## src/rtl/register_file_32x32_pkg.sv

```systemverilog
// Shared constants and helpers for the 32x32 register file.
// Word select and write decode live here so every port uses one definition.
package register_file_32x32_pkg;

  localparam int DATA_WIDTH = 32;
  localparam int ADDR_WIDTH = 5;
  localparam int REG_COUNT  = 32;

  localparam logic [DATA_WIDTH-1:0] ZERO_WORD = '0;

  typedef logic [DATA_WIDTH-1:0] word_t;
  typedef logic [ADDR_WIDTH-1:0] addr_t;
  typedef logic [REG_COUNT-1:0][DATA_WIDTH-1:0] bank_t;

  // One-hot decode of a register index; bit 0 is never
  // produced since register 0 has no storage.
  function automatic logic [REG_COUNT-1:1] dec_hi(
    input addr_t a
  );
    logic [REG_COUNT-1:1] r;
    r = '0;
    for (int i = 1; i < REG_COUNT; i++) begin
      r[i] = (a == addr_t'(i));
    end
    return r;
  endfunction

  // 32:1 word multiplexer used for each read port.
  function automatic word_t mux32(
    input bank_t w,
    input addr_t a
  );
    return w[a];
  endfunction

endpackage

```

## src/rtl/register_file_32x32_reg32_en.sv

```systemverilog
// Single word register with load enable.
// Reset has priority over the enable and clears the word.
import register_file_32x32_pkg::*;

module reg32_en #(
  parameter int W = DATA_WIDTH
) (
  input  logic         clk,
  input  logic         rst,
  input  logic         en,
  input  logic [W-1:0] d,
  output logic [W-1:0] q
);

  logic [W-1:0] data_d;
  logic [W-1:0] data_q;

  // Next value: load when enabled, otherwise hold.
  always_comb begin
    data_d = data_q;
    if (en) begin
      data_d = d;
    end
  end

  // Word storage with synchronous clear.
  always_ff @(posedge clk) begin
    if (rst) begin
      data_q <= '0;
    end else begin
      data_q <= data_d;
    end
  end

  assign q = data_q;

endmodule

```

## src/rtl/register_file_32x32.sv

```systemverilog
// 32-entry x 32-bit register file, two registered reads, one write.
// Register 0 has no storage and always reads as zero.
import register_file_32x32_pkg::*;

module register_file_32x32 (
  input  logic                  CLK,
  input  logic                  RST,
  input  logic                  READ,
  input  logic                  WRITE,
  input  logic [ADDR_WIDTH-1:0] ADDR_R1,
  input  logic [ADDR_WIDTH-1:0] ADDR_R2,
  input  logic [ADDR_WIDTH-1:0] ADDR_W,
  input  logic [DATA_WIDTH-1:0] DATA_W,
  output logic [DATA_WIDTH-1:0] DATA_R1,
  output logic [DATA_WIDTH-1:0] DATA_R2
);

  bank_t                reg_words;
  logic [REG_COUNT-1:1] wr_en;
  word_t                rd1_word;
  word_t                rd2_word;

  assign reg_words[0] = ZERO_WORD;

  // Write enables: index decode gated by WRITE.
  always_comb begin
    wr_en = dec_hi(ADDR_W) & {(REG_COUNT-1){WRITE}};
  end

  for (genvar i = 1; i < REG_COUNT; i++) begin : g_reg
    reg32_en #(
      .W (DATA_WIDTH)
    ) u_reg (
      .clk (CLK),
      .rst (RST),
      .en  (wr_en[i]),
      .d   (DATA_W),
      .q   (reg_words[i])
    );
  end

  // Read operand select from pre-edge contents (no bypass).
  always_comb begin
    rd1_word = mux32(reg_words, ADDR_R1);
    rd2_word = mux32(reg_words, ADDR_R2);
  end

  reg32_en #(
    .W (DATA_WIDTH)
  ) u_rd1 (
    .clk (CLK),
    .rst (RST),
    .en  (READ),
    .d   (rd1_word),
    .q   (DATA_R1)
  );

  reg32_en #(
    .W (DATA_WIDTH)
  ) u_rd2 (
    .clk (CLK),
    .rst (RST),
    .en  (READ),
    .d   (rd2_word),
    .q   (DATA_R2)
  );

endmodule

```

## config.mk

```make
export PLATFORM = sky130hd
export DESIGN_NAME = register_file_32x32
export DESIGN_NICKNAME = d
export VERILOG_FILES = /design/src/rtl/register_file_32x32_pkg.sv /design/src/rtl/register_file_32x32_reg32_en.sv /design/src/rtl/register_file_32x32.sv
export SDC_FILE = /design/constraint.sdc
export NUM_CORES = 2
export LEC_CHECK = 0
export CAP_MARGIN = 20
export CORE_MARGIN = 4
export CORE_UTILIZATION = 41
export DETAILED_ROUTE_END_ITERATION = 6
export GPL_ROUTABILITY_DRIVEN = 1
export HOLD_SLACK_MARGIN = 0.1
export MAX_ROUTING_LAYER = met4
export SKIP_CTS_REPAIR_TIMING = 1
export SLEW_MARGIN = 10
export SYNTH_ARGS = -nofsm -noshare
export SYNTH_HDL_FRONTEND = slang
export SYNTH_SLANG_ARGS = --single-unit
export TNS_END_PERCENT = 5
```

## constraint.sdc

```tcl
create_clock -name CLK -period 3.23 [get_ports CLK]
set_input_delay 0.646 -clock CLK [delete_from_list [all_inputs] [get_ports CLK]]
set_output_delay 0.646 -clock CLK [all_outputs]
set_load 0.02 [all_outputs]
```

Yosys cells after proc, flatten, opt, wreduce, memory -nomap -nowiden
Index checks and enable logic that the tools add are counted.

Flip-flop bits (word level): 1056. Latch bits: 0. RAM bits: 0. Memory bits (read-only): 0. Output and inout bits: 64. Logic and storage cells: 71. Memories kept: 0.

Add/sub/neg operators: 0. $mul: 0. Divide/modulo/power cells: 0. $lt $le $gt $ge: 2. Equality and inequality tests: 31. Shift-type cells: 0. Mux-type cells: 4. Bitwise logic cells: 1. Reductions and logical operators: 0.

Operator list (count): 32-bit binary-select mux with 5-bit select (2); 5-bit == test, second input constant (16); 32-bit 2-to-1 mux (2); 5-bit by 4-bit == test with 1-bit output, second input constant (8); 31-bit AND (1); 5-bit by 3-bit == test with 1-bit output, second input constant (4); 5-bit by 6-bit less-than comparator with 1-bit output, second input constant (2); 5-bit by 2-bit == test with 1-bit output, second input constant (2); 5-bit by 1-bit == test with 1-bit output, second input constant (1).

Longest topological paths before layout
Depth after elaboration: 2. Depth in mapped cells: 10.

Modules after synthesis
From an unflattened synthesis, not the netlist that was laid out.

Cells, all modules: 4859. Area total of the unflattened synthesis: 54723.7 µm².

By module, submodules not included: reg32_en (times used 33, cells an instance 103, area an instance 1163.6 µm², seq. area each 640.6 µm²); register_file_32x32 (times used 1, cells an instance 1460, area an instance 16324.4 µm², seq. area each 0.0 µm²).

Least setup slack after synthesis
No wires, ideal clock.

Kind: in2reg. Start: input ADDR_R1[1]. End: register u_rd1.data_q[0] (netlist: u_rd1.q[0]). Arrival time: 2.125 ns. Data required time: 3.102 ns. Setup slack: 0.977 ns. Cell stages on the path: 7. Buffers on the path: 2. Path through: buf_2 -> buf_2 -> mux4_2 -> a22oi_1 -> nand2_1 -> a221oi_1 -> nor2_1.

Longest elaborated chain between the ends: 2.

Ends and longest elaborated chain: start: declaration (line register_file_32x32.sv:10) `input logic [ADDR_WIDTH-1:0] ADDR_R1,`; 32-bit binary-select mux with 5-bit select (line register_file_32x32_pkg.sv:33) `return w[a];`; 32-bit 2-to-1 mux (implied by the code) (line register_file_32x32_pkg.sv:33); end signal: assignment (line register_file_32x32_reg32_en.sv:31) `data_q <= data_d;`; end: declaration (line register_file_32x32_reg32_en.sv:16) `logic [W-1:0] data_q;`.

Every way passes these cells. The select of a mux whose other input is x is not followed. A chain may end at the register's enable or synchronous reset.

Worst setup path in the final report
Start: register u_rd2.data_q[16] (netlist: u_rd2.q[16]). End: output DATA_R2[16].

RTL lines: start: declaration (line register_file_32x32_reg32_en.sv:16); start signal: assignment (line register_file_32x32_reg32_en.sv:31); end: declaration (line register_file_32x32.sv:15) `output logic [DATA_WIDTH-1:0] DATA_R2`.

No word-level cell between the ends.

==> summary by stage <==
Outcome
The run finished with clean final reports.

Yosys
The number of synthesized flops with an enable pin is 0. After technology mapping, the gate count stands at 5953. After synthesis, the netlist uses 46 different library cells. The mapped cell area is 51700 µm². The mean cell area of the mapped netlist is 8.69 µm². The synthesized design contains 1056 register bits. Ranked by total cell area, the synthesized netlist is headed by dfxtp_1, mux4_2, nand2_1. The cell taking the most area after synthesis is dfxtp_1. Yosys printed 0 warnings. The top-area cell type share of the netlist area is 40.9%. The synthesized net count is 6004.

The dominant register cell in the synthesized netlist is dfxtp_1. For this run, asynchronously set or reset flops after synthesis account for 0%. The sequential fraction of the synthesis area is 40.9%.

Critical path
The buffers plus inverters on the worst setup path is 1. The nature of the critical path startpoint is a register. In this run the critical register-to-register path is launched from g_reg[5].u_reg.q[17]. The setup check on the worst reg-to-reg path leaves a slack of 1020 ps.

The critical setup path kind is reg -> out. The critical path goes through clkdlybuf4s50_1. The worst setup path is captured at an output port. The critical path starts at u_rd2.q[16].

The largest individual stage delay along the critical path comes from the cell clkdlybuf4s50_1. For the worst setup path, the data arrival time is 2180 ps. The top fanout value on the critical path is 2. STA puts the critical path data required time at 2580 ps. Grouping stages by cell kind, the critical path spends the most delay in buffers and inverters. The longest individual stage delay on the worst path is 730 ps.

GRT
The largest net degree at the start of global routing is 199. The initial antenna violation count is 11. The total congestion overflow after global routing is 0.

The number of global-route vias before repair is 44800. The wire length of the first global-routing pass is 308000 µm. The total global-route track usage is 32.3%.

Die
The total I/O pin count is 115. The total area inside the core boundary comes to 126000 µm². In this run the horizontal extent of the chip is 363 µm. The number of core rows is 130. The die is 363 µm tall. The die covers 132000 µm². For this configuration, the core starts out at a cell density of 41.2%.

Clock network
The cell sitting at the root of the clock tree is a clkbuf_16. The clock slew seen by the registers of the worst setup and hold paths is 60 ps. The clock buffer count from CTS is 115. The later pin in the worst-skew pair is clocked with a latency of 740 ps. The buffer depth of the longest clock path is 3.

TritonCTS built the clock tree. The number of sinks driven by the clock tree is 1056. The clock tree synthesis step divided the H-tree into 3 levels.

Timing
The final max-slew violation count is 0. The transition time at the pin with the least slew margin is 1100 ps. The clock period could shrink to 2830 ps. Setup repair after global routing left no endpoint under its margin. The worst slew slack as a fraction of its limit is 26.5%. The final cycle utilization of the critical path is 87.6%. For this run, the top clock speed supported by timing is 354 MHz. Adding up every negative setup slack in the final design gives 0 ps. The final hold violation count was 0. The final setup violation count is 0. The setup clock skew after layout is 37.5 ps.

Min path
The class of the worst hold path is in -> reg. The startpoint identified for the worst hold timing path is RST.

Pwr
Per report_power, the combinational group accounts for 8.8% of the total. In this run, flip-flops and latches consume 43.9% of the power. Summed over all cells, the static leakage comes to 19.7 nW.

Across the VDD grid, the largest voltage drop is 0.435 mV. The switching part of the total is 25.6%. Per report_power, the clock group accounts for 47.4% of the total.

The power per standard cell area is 503 nW/µm². The power dissipated by switching net loads is 0.00775 W. The cell internal power dissipation is 0.0225 W.

Final layout
The final layout contains 5940 nets. The area growth from synthesis to final layout is 16.3%. After filler insertion, the fill cell instance count of the layout stands at 11800. The share of final-layout standard cells stronger than drive strength 1 is 18.5%.

Once layout is complete, the cells apart from fillers number 7643.

Placement
Including well taps, the total number of placed cells is 7422. The final weighted congestion in routability-driven placement is 0.899. Summed over all nets, the half-perimeter wirelength after detailed placement is 133000 µm. The count of input and output buffers is 114.

Routing
The DRC violation count after routing is 0. Once detail routing completed, the nets flagged for antenna violations numbered 0. After detailed routing, the average wire length per cell comes to 27.8 µm. The first TritonRoute pass finished after 6 iterations. The detail-routed via count per cell is 6.21. The detailed router placed 47500 vias in this run. The final layout contains routed wiring with a total length of 213000 µm. The DRC marker count from the first detailed-route iteration is 6678.

Run
Max-cap violations in this run came to 0.
## cell type report
class / instances / area [µm²] / share of cell area (%)
Antenna cell: 5 / 12.5 / 0.0208
Clock buffer: 159 / 3340 / 5.55
Clock inverter: 57 / 756 / 1.26
Inverter: 1 / 3.75 / 0.00623
Multi-Input combinational cell: 4282 / 28200 / 46.9
Sequential cell: 1056 / 21100 / 35.1
Tap cell: 1650 / 2060 / 3.43
Timing Repair Buffer: 433 / 4650 / 7.73
## path summary, 6_finish.rpt
path,to,cells past startpoint
max,DATA_R2[16],1
min,u_rd1.q[19],2
max reg2reg,u_rd2.q[17],5
min reg2reg,g_reg[28].u_reg.q[8],2
## layer usage
layer / part of all wire, % / track usage [%]
met5: 0 / -
met2: 44 / 48.1
met3: 12 / 7.54
met4: 4.7 / 12.7
met1: 39 / 42.5
## synth_stat cells (48+ instances only)
master and number:
dfxtp_1 1056, mux4_2 390, nor2b_1 54, mux2_2 112, a221oi_1 72, o22ai_1 50, mux2i_1 61, a22oi_1 130
clkbuf_1 468, nor2_1 48, buf_2 92, nand2_1 2090, a21oi_1 1042
## worst reg2reg max path: cells and delay by family, from the launching register on
family | cells | cell delay, ps
compound gates | 4 | 1690
flops | 1 | 350
simple gates | 1 | 140
## cell families (layout without fill, tap and decap cells)
family                 Yosys count  in the layout  share of synthesized area (%)
AND/OR/NAND/NOR               2277           2277                           17.2
AO/OA/AOI/OAI                 1442           1442                           16.2
flip-flops                    1056           1056                           40.9
buffers and inverters          615            650                           5.17
multiplexers                   563            563                           20.6
other                            0              5                              0
## registers in the layout, summed over array words and instances, names as in the netlist
register and flops:
u_rd2.q 32, u_rd1.q 32, g.u_reg.q 992
## layout by cell type (no fill, tap or decap), types with 15 or more instances in the layout
| cell type | Yosys | routed |
|---|---|---|
| dfxtp_1 | 1056 | 1056 |
| nand2_2 | 0 | 24 |
| clkinv_2 | 0 | 25 |
| a2111oi_0 | 24 | 24 |
| o22ai_1 | 50 | 50 |
| mux2_2 | 112 | 112 |
| nor2_1 | 48 | 33 |
| clkdlybuf4s50_1 | 0 | 105 |
| nand2_1 | 2090 | 2066 |
| buf_4 | 27 | 235 |
| o221ai_1 | 30 | 30 |
| a21oi_1 | 1042 | 1042 |
| mux2i_1 | 61 | 61 |
| clkbuf_8 | 0 | 29 |
| nor2b_1 | 54 | 47 |
| nor4_1 | 26 | 20 |
| buf_12 | 0 | 86 |
| mux4_2 | 390 | 390 |
| a221oi_1 | 72 | 72 |
| bufinv_16 | 0 | 16 |
| clkbuf_16 | 0 | 116 |
| nand2b_1 | 15 | 15 |
| clkbuf_1 | 468 | 15 |
| a22oi_1 | 130 | 130 |
| a211oi_1 | 41 | 41 |
## metrics by stage
step | hold WS, ps | utilization, % | power (W) | setup WS, ps | instance area, µm²
floorplan | 442 | - | 0.0150 | 977 | 51700
global placement | 449 | 44.6 | 0.0161 | 7.54 | 56000
detailed placement | 455 | 44.7 | 0.0161 | 22.4 | 56100
CTS | 272 | 47.9 | 0.0303 | 399 | 60200
global route | 308 | 47.9 | 0.0310 | 418 | 60200
finish | 301 | 47.9 | 0.0303 | 402 | 60200
## power groups by stage
| stage | clock (W) | sequential (W) | combinational (W) |
|---|---|---|---|
| 5_1_grt | 0.0150 | 0.0133 | 0.00272 |
| 4_1_cts | 0.0144 | 0.0133 | 0.00258 |
| 3_5_place_dp | 0 | 0.0136 | 0.00257 |
| 6_report | 0.0143 | 0.0133 | 0.00265 |
| 2_1_floorplan | 0 | 0.0135 | 0.00142 |
| 3_3_place_gp | 0 | 0.0136 | 0.00256 |
(Power assumes the default switching activity.)
